===== config.mk =====
export PLATFORM = sky130hd
export DESIGN_NAME = aes_ctrl_shadow_seq_flat
export DESIGN_NICKNAME = d
export VERILOG_FILES = /design/src/rtl/aes_ctrl_shadow_seq_if.sv /design/src/rtl/aes_ctrl_shadow_seq.sv /design/src/flat_wrapper.sv
export SDC_FILE = /design/constraint.sdc
export NUM_CORES = 1
export LEC_CHECK = 0
export BUFFER_PORTS_ARGS = -buffer_cell sky130_fd_sc_hd__buf_2
export CAP_MARGIN = 30
export CORE_ASPECT_RATIO = 1.25
export CORE_MARGIN = 5
export CORE_UTILIZATION = 50
export CTS_CLUSTER_SIZE = 25
export DETAILED_ROUTE_END_ITERATION = 8
export GPL_TIMING_DRIVEN = 0
export PLACE_DENSITY_LB_ADDON = 0.1
export SLEW_MARGIN = 20
export SYNTH_ARGS = -nofsm -noshare
export SYNTH_HDL_FRONTEND = slang
export SYNTH_SLANG_ARGS = --single-unit

===== constraint.sdc =====
create_clock -name clk_i -period 5.6 [get_ports clk_i]
set_input_delay 0.28 -clock clk_i [delete_from_list [all_inputs] [get_ports clk_i]]
set_output_delay 0.28 -clock clk_i [all_outputs]
set_load 0.1 [all_outputs]

===== src/rtl/aes_ctrl_shadow_seq_if.sv =====
// Register-bus side of the AES shadowed control register: write/read strobes,
// core idle qualifier, committed word and status flags.
interface aes_ctrl_shadow_seq_if #(
  parameter int DW = 32
) ();
  logic          we_i;
  logic [DW-1:0] wdata_i;
  logic          re_i;
  logic          core_idle_i;
  logic [DW-1:0] q_o;
  logic          qe_o;
  logic          phase_o;
  logic          wr_ignored_o;
  logic          err_update_o;
  logic          err_storage_o;

  modport master (
    output we_i, wdata_i, re_i, core_idle_i,
    input  q_o, qe_o, phase_o, wr_ignored_o, err_update_o, err_storage_o
  );

  modport slave (
    input  we_i, wdata_i, re_i, core_idle_i,
    output q_o, qe_o, phase_o, wr_ignored_o, err_update_o, err_storage_o
  );
endinterface


===== src/rtl/aes_ctrl_shadow_seq.sv =====
// Two-phase write sequencer for the AES shadowed control register: a value
// commits only when written twice in a row while the core is idle.
module aes_ctrl_shadow_seq #(
  parameter int          DW     = 32,
  parameter logic [DW-1:0] RESVAL = '0
) (
  input  logic                        clk_i,
  input  logic                        rst_ni,
  aes_ctrl_shadow_seq_if.slave        bus
);

  typedef enum logic {
    STAGE0 = 1'b0,
    STAGE1 = 1'b1
  } phase_t;

  phase_t        phase_q;
  logic [DW-1:0] staged_q;
  logic [DW-1:0] q_q;
  logic [DW-1:0] shadow_q;
  logic          qe_q;
  logic          wr_ignored_q;
  logic          err_update_q;
  logic          err_storage_q;
  logic          wr_accept_s;

  // The redundant copy is kept inverted so a stuck bus or cell cannot make both agree.
  function automatic logic copies_disagree(input logic [DW-1:0] q,
                                           input logic [DW-1:0] shadow);
    return (q != ~shadow);
  endfunction

  assign wr_accept_s = bus.we_i & bus.core_idle_i;

  // Phase sequencer, committed/redundant storage and registered status flags.
  always_ff @(posedge clk_i or negedge rst_ni) begin
    if (!rst_ni) begin
      phase_q       <= STAGE0;
      staged_q      <= {DW{1'b0}};
      q_q           <= RESVAL;
      shadow_q      <= ~RESVAL;
      qe_q          <= 1'b0;
      wr_ignored_q  <= 1'b0;
      err_update_q  <= 1'b0;
      err_storage_q <= 1'b0;
    end else begin
      qe_q          <= 1'b0;
      wr_ignored_q  <= 1'b0;
      err_update_q  <= 1'b0;
      err_storage_q <= err_storage_q | copies_disagree(q_q, shadow_q);
      if (wr_accept_s) begin
        case (phase_q)
          STAGE0: begin
            staged_q <= bus.wdata_i;
            phase_q  <= STAGE1;
          end
          STAGE1: begin
            if (bus.wdata_i == staged_q) begin
              q_q      <= bus.wdata_i;
              shadow_q <= ~bus.wdata_i;
              qe_q     <= 1'b1;
            end else begin
              err_update_q <= 1'b1;
            end
            phase_q <= STAGE0;
          end
          default: begin
            phase_q <= STAGE0;
          end
        endcase
      end else begin
        wr_ignored_q <= bus.we_i;
        // A read of the register abandons a half-finished update.
        if (bus.re_i && (phase_q == STAGE1)) begin
          phase_q  <= STAGE0;
          staged_q <= {DW{1'b0}};
        end else begin
          phase_q  <= phase_q;
        end
      end
    end
  end

  assign bus.q_o           = q_q;
  assign bus.qe_o          = qe_q;
  assign bus.phase_o       = phase_q;
  assign bus.wr_ignored_o  = wr_ignored_q;
  assign bus.err_update_o  = err_update_q;
  assign bus.err_storage_o = err_storage_q;

endmodule


===== src/flat_wrapper.sv =====
// flat-port wrapper written by rule: the top's interface ports become plain ports
module aes_ctrl_shadow_seq_flat 
#(
  parameter int          DW     = 32,
  parameter logic [DW-1:0] RESVAL = '0
)
  (clk_i, rst_ni, bus_we_i, bus_wdata_i, bus_re_i, bus_core_idle_i, bus_q_o, bus_qe_o, bus_phase_o, bus_wr_ignored_o, bus_err_update_o, bus_err_storage_o);
  aes_ctrl_shadow_seq_if #(.DW(DW)) bus_i ();
  input  logic clk_i;
  input  logic rst_ni;
  input wire logic [$bits(bus_i.we_i)-1:0] bus_we_i;
  input wire logic [$bits(bus_i.wdata_i)-1:0] bus_wdata_i;
  input wire logic [$bits(bus_i.re_i)-1:0] bus_re_i;
  input wire logic [$bits(bus_i.core_idle_i)-1:0] bus_core_idle_i;
  output wire logic [$bits(bus_i.q_o)-1:0] bus_q_o;
  output wire logic [$bits(bus_i.qe_o)-1:0] bus_qe_o;
  output wire logic [$bits(bus_i.phase_o)-1:0] bus_phase_o;
  output wire logic [$bits(bus_i.wr_ignored_o)-1:0] bus_wr_ignored_o;
  output wire logic [$bits(bus_i.err_update_o)-1:0] bus_err_update_o;
  output wire logic [$bits(bus_i.err_storage_o)-1:0] bus_err_storage_o;
  assign bus_i.we_i = bus_we_i;
  assign bus_i.wdata_i = bus_wdata_i;
  assign bus_i.re_i = bus_re_i;
  assign bus_i.core_idle_i = bus_core_idle_i;
  assign bus_q_o = bus_i.q_o;
  assign bus_qe_o = bus_i.qe_o;
  assign bus_phase_o = bus_i.phase_o;
  assign bus_wr_ignored_o = bus_i.wr_ignored_o;
  assign bus_err_update_o = bus_i.err_update_o;
  assign bus_err_storage_o = bus_i.err_storage_o;
  aes_ctrl_shadow_seq #(.DW(DW), .RESVAL(RESVAL)) u_core (.clk_i(clk_i), .rst_ni(rst_ni), .bus(bus_i));
endmodule

==> impl_metrics.py, run 1 <==
metrics = {
    "die": {
        "ios": 74,
        "dieHeight_um": 116,
        "die_w_um": 94.8,
        "die_area_sq_um": 11000,
        "std_cell_rows": 38,
        "initial_utilization_pct": 51.4,
        "core_area_sq_um": 8750,
    },
    "yosys": {
        "synth.area.top_cells": "dfrtp_1, dfstp_2, mux2i_1",
        "synth-xor-area-share_pct": 12.5,
        "synth_adder_area_share_pct": 0,
        "yosysSeqAreaShare_pct": 57.1,
        "synth-seq-cells": 101,
        "synth_nets": 376,
        "yosysWarnings": 0,
        "synthSimpleGateAreaFrac_pct": 4.12,
        "postSynthAreaPerCell_sq_um": 13.3,
        "synth_mux_area_share_pct": 15.1,
        "synth_top_family_by_area": "multiplexers",
        "synth_compound_area_share_pct": 6.40,
        "syn-instance-count": 339,
        "synth_top_area_share_pct": 38.4,
        "synth_area_leader_cell": "dfrtp_1",
        "synth_area_sq_um": 4490,
        "synthDistinctLibCells": 23,
    },
    "routing": {
        "routed_wl_um": 9720,
        "viasPerCell": 5.17,
        "drt_iter0_markers": 73,
        "wl_per_cell_um": 17.7,
        "ant_nets": 0,
        "drt-pass1-iter-count": 4,
        "num_vias": 2842,
        "drc": 0,
    },
    "flow_run": {
        "cap_viol_max_count": 0,
    },
    "clocking": {
        "numCtsBuffers": 9,
        "cts_tree": "built",
        "cts_sinks": 101,
        "clk_pin_slew_ns": 0.10,
        "ctsLongestPathBuffers": 2,
        "cts_resized": 0,
        "cts_root_buf": "clkbuf_8",
        "htreeDepth": 3,
        "clkLatencyLatePin_ns": 0.37,
        "post_cts_buffers": 0,
        "postCtsHoldBufs": 1,
    },
    "hold_path": {
        "min_from": "bus_core_idle_i",
        "hold_class": "in -> reg",
        "hold_depth": 2,
        "whs_endpoint": "u_core.bus.wr_ignored_o$_DFF_PN0_",
    },
    "critical_path": {
        "r2r_start": "u_core.staged_q[17]$_DFFE_PN0P_",
        "reg2reg_depth": 7,
        "slowest_delay_ns": 0.45,
        "arrival_ns": 2.71,
        "r2r_slack_ns": 3.15,
        "path_cells": "xor2_1, nor4_1, nand4_1, nor4_2, buf_4, buf_6, mux2_1",
        "crit_type": "reg -> reg",
        "cp-start-kind": "register",
        "critPathCaptureType": "register",
        "r2r-end": "u_core.bus.q_o[25]$_DFFE_PN0P_",
        "required_ns": 5.86,
        "slowest_stage": "nor4_1",
        "cp_max_fo": 10,
    },
    "place": {
        "dp_hpwl_um": 6970,
        "dp_cells": 533,
        "io_buffer_count": 73,
        "dpl-instance-area_sq_um": 5040,
        "gp_congestion": 0.807,
    },
    "timing": {
        "skew_ns": 0.00789,
        "fin_tns_setup_ns": 0,
        "worst_slew_pin_slew_ns": 0.560,
        "relSlewSlack_pct": 62.7,
        "finalCritPeriodShare_pct": 43.7,
        "setup_viol": 0,
        "drv_slew": 0,
        "fin_hold_ws_ns": 0.0737,
        "rsz0062_at_grt": "no",
        "final.min_clock_period_ns": 2.45,
        "max_freq_mhz": 409,
        "hold_viol_final": 0,
    },
    "run_status": {
        "status": "complete, no violations",
    },
    "global_routing": {
        "gr-usage-all-layers_pct": 19.7,
        "grt_pass1_vias": 3081,
        "grt_start_max_net_pins": 76,
        "grt_pass1_wl_um": 16100,
        "gr-total-overflow": 0,
        "grt_antenna_before_repair": 1,
    },
    "finish": {
        "drive_gt1_share_pct": 33.7,
        "fin_nets": 462,
        "finalInstanceArea_sq_um": 5270,
        "n_antenna_cell": 0,
        "layout_commonest_cell": "buf_2",
        "final_util_pct": 60.3,
        "layout_common_cells": "buf_2, dfrtp_1, xor2_1",
        "finalNonFillerCells": 550,
        "area_delta_synth_final_pct": 17.4,
        "fillCellCount": 777,
    },
    "power_and_ir_drop": {
        "p_per_area_nw_per_um2": 278,
        "p_leak_uw": 0.00276,
        "peakVddDrop_mv": 0.187,
    },
}
[power by group]
part	switching [uW]	internal (uW)	leakage (uW)
logic	88.2	65.4	0.00140
clock network	261	254	0.000106
registers	29.0	770	0.00126
total	378	1090	0.00276
[through the flow]
| stage | power [uW] | setup slack [ns] |
|---|---|---|
| 2_1_floorplan | 894 | 3.44 |
| 3_3_place_gp | 959 | 3.13 |
| 3_5_place_dp | 965 | 3.06 |
| 4_1_cts | 1480 | 3.10 |
| 5_1_grt | 1530 | 3.00 |
| 6_report | 1470 | 3.15 |
[critical path: cells and delay by family (launching register included)]
kind,cells,cell delay [ns]
multiplexers,1,0.34
AND/OR/NAND/NOR,3,0.96
XOR/XNOR,1,0.15
buffers and inverters,2,0.48
flip-flops,1,0.40
[how the worst max path moves through the flow]
stage	startpoint	endpoint	slack, ns
CTS	u_core.staged_q[17]$_DFFE_PN0P_	u_core.bus.q_o[25]$_DFFE_PN0P_	3.10
finish	u_core.staged_q[17]$_DFFE_PN0P_	u_core.bus.q_o[25]$_DFFE_PN0P_	3.15
global route	u_core.staged_q[17]$_DFFE_PN0P_	u_core.bus.q_o[30]$_DFFE_PN0P_	3.00
floorplan	u_core.bus.phase_o$_DFFE_PN0P_	u_core.bus.q_o[24]$_DFFE_PN0P_	3.44
global placement	bus_wdata_i[17]	u_core.bus.q_o[24]$_DFFE_PN0P_	3.13
detailed placement	bus_wdata_i[17]	u_core.bus.q_o[25]$_DFFE_PN0P_	3.06
[Yosys cell counts]
cell type / n
inv_1: 32
nor4_1: 15
buf_4: 1
and3_1: 1
buf_2: 1
nor4_2: 1
dfstp_2: 32
nor3_1: 2
nor2_1: 3
a22o_1: 32
nand2_1: 4
xnor2_1: 28
mux2i_1: 32
buf_6: 5
mux2_2: 15
dfrtp_1: 69
xor2_1: 36
o21bai_1: 1
nand4_1: 4
nand3_1: 1
mux2_1: 17
clkbuf_1: 6
nor2b_1: 1
[kinds of logic after synthesis]
kind of cell           Yosys count
AO/OA/AOI/OAI                   33
buffers and inverters           45
AND/OR/NAND/NOR                 32
flip-flops                     101
XOR/XNOR                        64
multiplexers                    64
[per-layer routing]
metal	part of all wire (%)	GRT usage (%)
met3	4.9	3.31
met5	0.13	0
met1	44	26.3
met2	48	31.4
met4	2.7	9.34
[sequential cells by signal, indices dropped and copies added, names as in the netlist]
name and cells:
u_core.bus.err_storage_o 1, u_core.bus.err_update_o 1, u_core.bus.phase_o 1, u_core.bus.q_o 32, u_core.bus.qe_o 1, u_core.bus.wr_ignored_o 1
u_core.shadow_q 32, u_core.staged_q 32
[area by class of cell]
cell class / count / area (sq um) / share of cell area (%)
buffer: 13 / 91.3 / 1.73
clock buffer: 9 / 124 / 2.35
clock inverter: 7 / 97.6 / 1.85
inverter: 32 / 120 / 2.28
multi-input combinational: 193 / 1710 / 32.5
sequential: 101 / 2570 / 48.7
tap: 120 / 150 / 2.85
timing repair buffer: 75 / 409 / 7.76
Note: power is estimated with default switching activity, not from simulation.
==> inputs of run 2 (changes only) <==
- clock period: 5.6 -> 2.4 ns (I/O delays scaled with it)
==> run 2 against run 1 <==
Net effect: global-route usage grew 0.25 points; setup slack lost 3.0 ns; register-to-register slack lost 3.0 ns; die area is the same; non-clock buffer count grew 39; first-iteration DRC count grew 1.4%; final cell count grew 7.1%; clock-buffer cell count is the same; critical path depth grew 2; combinational power grew to 2.7 times the previous value; sequential power grew 130%.
==> impl_metrics.py, run 2 (synthesis gave the netlist of run 1 again) <==
metrics = {
    "timing": {
        "relSlewSlack_pct": 62.4,
        "drv_slew": 0,
        "final.min_clock_period_ns": 2.29,
        "max_freq_mhz": 437,
        "hold_viol_final": 0,
        "setup_viol": 0,
        "worst_slew_pin_slew_ns": 0.564,
        "skew_ns": 0.00957,
        "rsz0062_at_grt": "no",
        "finalCritPeriodShare_pct": 95.3,
    },
    "global_routing": {
        "gr-total-overflow": 0,
        "gr-usage-all-layers_pct": 20.0,
        "grt_antenna_before_repair": 0,
        "grt_pass1_wl_um": 16400,
        "grt_start_max_net_pins": 76,
        "grt_pass1_vias": 3232,
    },
    "routing": {
        "wl_per_cell_um": 16.9,
        "routed_wl_um": 9970,
        "ant_nets": 0,
        "num_vias": 2988,
        "drt-pass1-iter-count": 4,
        "viasPerCell": 5.07,
        "drc": 0,
        "drt_iter0_markers": 74,
    },
    "power_and_ir_drop": {
        "p_per_area_nw_per_um2": 613,
        "peakVddDrop_mv": 0.451,
        "p_leak_uw": 0.00293,
        "pwr-share-clk_pct": 34.5,
        "seq_power_share_pct": 53.5,
        "internal-power_uw": 2580,
        "comb_power_share_pct": 12.0,
        "p_sw_share_pct": 25.8,
        "p_sw_uw": 900,
    },
    "critical_path": {
        "r2r-end": "u_core.bus.q_o[25]$_DFFE_PN0P_",
        "r2r_start": "u_core.staged_q[17]$_DFFE_PN0P_",
        "critPathCaptureType": "register",
        "cp_max_fo": 10,
        "cp-start-kind": "input pin",
        "crit_type": "in -> reg",
        "cp-endpoint": "u_core.bus.q_o[25]$_DFFE_PN0P_",
        "cp-startpoint": "bus_wdata_i[3]",
        "arrival_ns": 2.55,
        "reg2reg_depth": 7,
        "required_ns": 2.66,
        "r2r_slack_ns": 0.13,
    },
    "hold_path": {
        "hold_class": "in -> reg",
    },
    "clocking": {
        "htreeDepth": 3,
        "clkLatencyLatePin_ns": 0.37,
        "cts_tree": "built",
        "cts_root_buf": "clkbuf_8",
        "clk_pin_slew_ns": 0.10,
        "numCtsBuffers": 9,
        "cts_sinks": 101,
        "ctsLongestPathBuffers": 2,
    },
    "finish": {
        "area_delta_synth_final_pct": 26.5,
        "drive_gt1_share_pct": 32.8,
        "fillCellCount": 716,
        "multi_input_area_sq_um": 1750,
        "ff_latch_area_sq_um": 2570,
        "layout_common_cells": "buf_2, dfrtp_1, xor2_1, dlygate4sd3_1",
        "finalNonFillerCells": 589,
        "n_antenna_cell": 0,
        "layout_commonest_cell": "buf_2",
        "fin_nets": 501,
        "finalInstanceArea_sq_um": 5690,
    },
    "place": {
        "io_buffer_count": 73,
        "dpl-instance-area_sq_um": 5040,
        "gp_congestion": 0.807,
        "dp_hpwl_um": 6970,
        "dp_cells": 533,
    },
    "die": {
        "die_w_um": 94.8,
        "die_area_sq_um": 11000,
        "initial_utilization_pct": 51.4,
        "dieHeight_um": 116,
        "ios": 74,
        "core_area_sq_um": 8750,
        "std_cell_rows": 38,
    },
    "flow_run": {
        "cap_viol_max_count": 0,
    },
    "run_status": {
        "status": "complete, no violations",
    },
}
[run 2: how the worst min path moves through the flow]
stage	slack, ns	cells after the start	from	end
after floorplan	-0.18	0	rst_ni	u_core.bus.err_storage_o$_DFF_PN0_
after global placement	0.30	2	bus_core_idle_i	u_core.bus.wr_ignored_o$_DFF_PN0_
after detailed placement	0.006	1	rst_ni	u_core.bus.q_o[27]$_DFFE_PN0P_
after CTS	0.01	2	bus_wdata_i[24]	u_core.bus.q_o[24]$_DFFE_PN0P_
after global routing	0.04	2	bus_wdata_i[24]	u_core.bus.q_o[24]$_DFFE_PN0P_
final	0.03	2	bus_wdata_i[24]	u_core.bus.q_o[24]$_DFFE_PN0P_
[run 2: area by class of cell]
class | count | share of cell area, %
inverter | 32 | 2.11
timing repair buffer | 114 | 13.9
multi-input combinational | 193 | 30.7
tap | 120 | 2.64
sequential | 101 | 45.2
clock buffer | 9 | 2.18
clock inverter | 7 | 1.72
buffer | 13 | 1.61
[run 2: critical path, stage by stage]
cell and delay (ns):
dlygate4sd3_1 0.52, buf_2 0.14, xor2_1 0.18, nor4_2 0.33, nand2_1 0.16, nor4_2 0.33
buf_4 0.22, buf_6 0.19, mux2_1 0.34
[run 2: routing by layer]
| metal | GRT usage [%] | part of all wire, % | up-vias |
|---|---|---|---|
| met4 | 9.05 | 2.2 | 0 |
| met3 | 2.73 | 3.9 | 16 |
| met5 | 0 | 0 | - |
| met2 | 32.2 | 48 | 72 |
| li1 | - | - | 1419 |
| met1 | 26.9 | 46 | 1481 |
[run 2: repair_timing]
item | in CTS | in global routing
setup endpoints to repair | 27 | 24
endpoints found under the hold margin | 112 | 0
hold buffers | 36 | 0
setup buffers | 0 | 4
cloned | 0 | 0
gates resized for setup | 2 | 3
[run 2: metrics by stage]
stage / total power [uW] / setup TNS (ns) / worst slack (ns) / util [%] / hold WS (ns)
final: 3480 / 0 / 0.112 / 65.0 / 0.0331
after global routing: 3640 / 0 / 0.00427 / 65.0 / 0.0352
after CTS: 3510 / 0 / 0.0103 / 64.4 / 0.0107
after detailed placement: 2250 / -1.19 / -0.0811 / 57.6 / 0.00616
after global placement: 2240 / -0.0947 / -0.0138 / 57.3 / 0.299
after floorplan: 2090 / 0 / 0.245 / - / -0.176
[run 2: power groups by stage]
stage / Clock, uW / Sequential [uW] / Combinational (uW)
after detailed placement: 0 / 1890 / 360
final: 1200 / 1860 / 419
after global routing: 1310 / 1870 / 460
after floorplan: 0 / 1900 / 183
after CTS: 1240 / 1860 / 416
after global placement: 0 / 1890 / 349
==> inputs of run 3 (changes only) <==
- CAP_MARGIN: 30 -> unset
- CORE_ASPECT_RATIO: 1.25 -> 0.6
- RECOVER_POWER: unset -> 25
==> run 3 against run 2 <==
Net effect: critical path depth down 2; global-route usage decreased by 1.2 points; final cell count is 2.2% lower; via count increased by 0.27%.
==> impl_metrics.py, run 3 (synthesis gave the netlist of run 1 again) <==
metrics = {
    "run_status": {
        "status": "complete, no violations",
    },
    "power_and_ir_drop": {
        "peakVddDrop_mv": 0.389,
        "finalPower_uw": 3820,
        "p_per_area_nw_per_um2": 669,
        "p_leak_uw": 0.00295,
    },
    "die": {
        "std_cell_rows": 26,
        "die_w_um": 132,
        "die_area_sq_um": 11000,
        "core_area_sq_um": 8620,
        "dieHeight_um": 83.4,
        "initial_utilization_pct": 52.1,
        "ios": 74,
    },
    "clocking": {
        "clkLatencyLatePin_ns": 0.34,
        "clk_pin_slew_ns": 0.07,
        "cts_root_buf": "clkbuf_16",
        "cts_sinks": 101,
        "cts_tree": "built",
        "htreeDepth": 3,
        "numCtsBuffers": 9,
        "ctsLongestPathBuffers": 2,
    },
    "timing": {
        "final.min_clock_period_ns": 2.38,
        "max_freq_mhz": 420,
        "finalCritPeriodShare_pct": 99.3,
        "setup_viol": 0,
        "skew_ns": 0.00567,
        "worst_slew_pin_slew_ns": 1.22,
        "relSlewSlack_pct": 19.0,
        "hold_viol_final": 0,
        "rsz0062_at_grt": "yes",
        "fin_tns_setup_ns": 0,
        "drv_slew": 0,
    },
    "global_routing": {
        "grt_pass1_wl_um": 16500,
        "grt_start_max_net_pins": 82,
        "grt_pass1_vias": 3121,
        "grt_antenna_before_repair": 0,
        "gr-usage-all-layers_pct": 18.8,
        "gr-total-overflow": 0,
    },
    "finish": {
        "area_delta_synth_final_pct": 27.2,
        "fillCellCount": 656,
        "multi_input_area_sq_um": 1750,
        "layout_commonest_cell": "buf_2",
        "finalInstanceArea_sq_um": 5720,
        "ff_latch_area_sq_um": 2570,
        "final_util_pct": 66.3,
        "drive_gt1_share_pct": 32.8,
        "fin_nets": 496,
        "n_antenna_cell": 0,
        "layout_common_cells": "buf_2, dfrtp_1, xor2_1",
    },
    "place": {
        "io_buffer_count": 73,
        "gp_congestion": 0.797,
        "dp_hpwl_um": 7280,
        "dpl-instance-area_sq_um": 5030,
    },
    "routing": {
        "num_vias": 2996,
        "wl_per_cell_um": 17.8,
        "drt_iter0_markers": 175,
        "ant_nets": 0,
        "routed_wl_um": 10300,
        "viasPerCell": 5.20,
        "drt-pass1-iter-count": 4,
        "drc": 0,
    },
    "flow_run": {
        "cap_viol_max_count": 0,
    },
    "critical_path": {
        "cp-start-kind": "register",
        "cp_max_fo": 10,
        "reg2reg_depth": 7,
        "critPathCaptureType": "register",
        "r2r_slack_ns": 0.02,
        "r2r-end": "u_core.bus.q_o[28]$_DFFE_PN0P_",
        "crit_type": "reg -> reg",
        "required_ns": 2.62,
        "r2r_start": "u_core.staged_q[9]$_DFFE_PN0P_",
        "cp-startpoint": "u_core.staged_q[9]$_DFFE_PN0P_",
        "arrival_ns": 2.60,
        "cp-endpoint": "u_core.bus.q_o[28]$_DFFE_PN0P_",
    },
    "hold_path": {
        "hold_class": "in -> reg",
    },
}
==> run 3: cell types whose count changed in the layout (fill, tap and decap cells not counted) <==
cell	change
clkbuf_16	+9
buf_4	+1
dlygate4sd3_1	-6
buf_8	+2
clkbuf_1	+3
inv_6	-2
buf_6	-3
clkinvlp_4	+1
buf_2	-1
clkbuf_8	-9
==> run 3: power breakdown <==
| part | internal [uW] | switching (uW) |
|---|---|---|
| combinational | 186 | 227 |
| clock | 912 | 631 |
| sequential | 1800 | 68.0 |
==> run 3: worst min path at each step <==
| stage | cells past startpoint | slack [ns] | to | start |
|---|---|---|---|---|
| final | 2 | 0.003 | u_core.shadow_q[9]$_DFFE_PN1P_ | bus_wdata_i[9] |
| after global routing | 2 | 0.0002 | u_core.shadow_q[2]$_DFFE_PN1P_ | bus_wdata_i[2] |
| after CTS | 2 | 0.0007 | u_core.shadow_q[9]$_DFFE_PN1P_ | bus_wdata_i[9] |
| after detailed placement | 1 | -0.02 | u_core.bus.q_o[27]$_DFFE_PN0P_ | rst_ni |
| after global placement | 2 | 0.30 | u_core.bus.wr_ignored_o$_DFF_PN0_ | bus_core_idle_i |
| after floorplan | 0 | -0.18 | u_core.bus.err_storage_o$_DFF_PN0_ | rst_ni |
==> run 3: area by class of cell <==
cell class | instances | area share (%)
Buffer | 13 | 1.73
Multi-Input combinational cell | 193 | 30.5
Clock inverter | 6 | 1.53
Inverter | 32 | 2.10
Clock buffer | 10 | 4.01
Sequential cell | 101 | 44.9
Tap cell | 112 | 2.45
Timing Repair Buffer | 109 | 12.7
==> run 3: critical path, stage by stage, from the launching register on <==
cell     delay, ns
dfrtp_1       0.39
xor2_1        0.15
nor4_2        0.44
nand4_1       0.20
nor4_2        0.30
buf_4         0.26
buf_8         0.18
mux2_1        0.34
==> run 3: stage by stage <==
step | cells | hold WS (ns) | setup WS (ns)
global route | 576 | 0.000152 | -0.0276
detailed placement | 525 | -0.0219 | -0.151
floorplan | 339 | -0.176 | 0.245
global placement | 524 | 0.301 | -0.0895
CTS | 570 | 0.000665 | 0.00211
finish | 576 | 0.00297 | 0.0177
==> run 3: routing by layer <==
metal / wire length, um / vias up / global-route usage, %
li1: - / 1405 / -
met1: 5260 / 1522 / 28.1
met2: 4450 / 61 / 27.6
met3: 487 / 8 / 5.13
met4: 65 / 0 / 3.60
met5: 0 / - / 0
==> run 3: repair_timing <==
item                                    4_1_cts  5_1_grt
endpoints found under the hold margin       105        1
resized for setup                             2        5
hold buffers                                 29        1
pin swaps                                     1        0
endpoints found under the setup margin       31       27
buffers inserted                              0        5
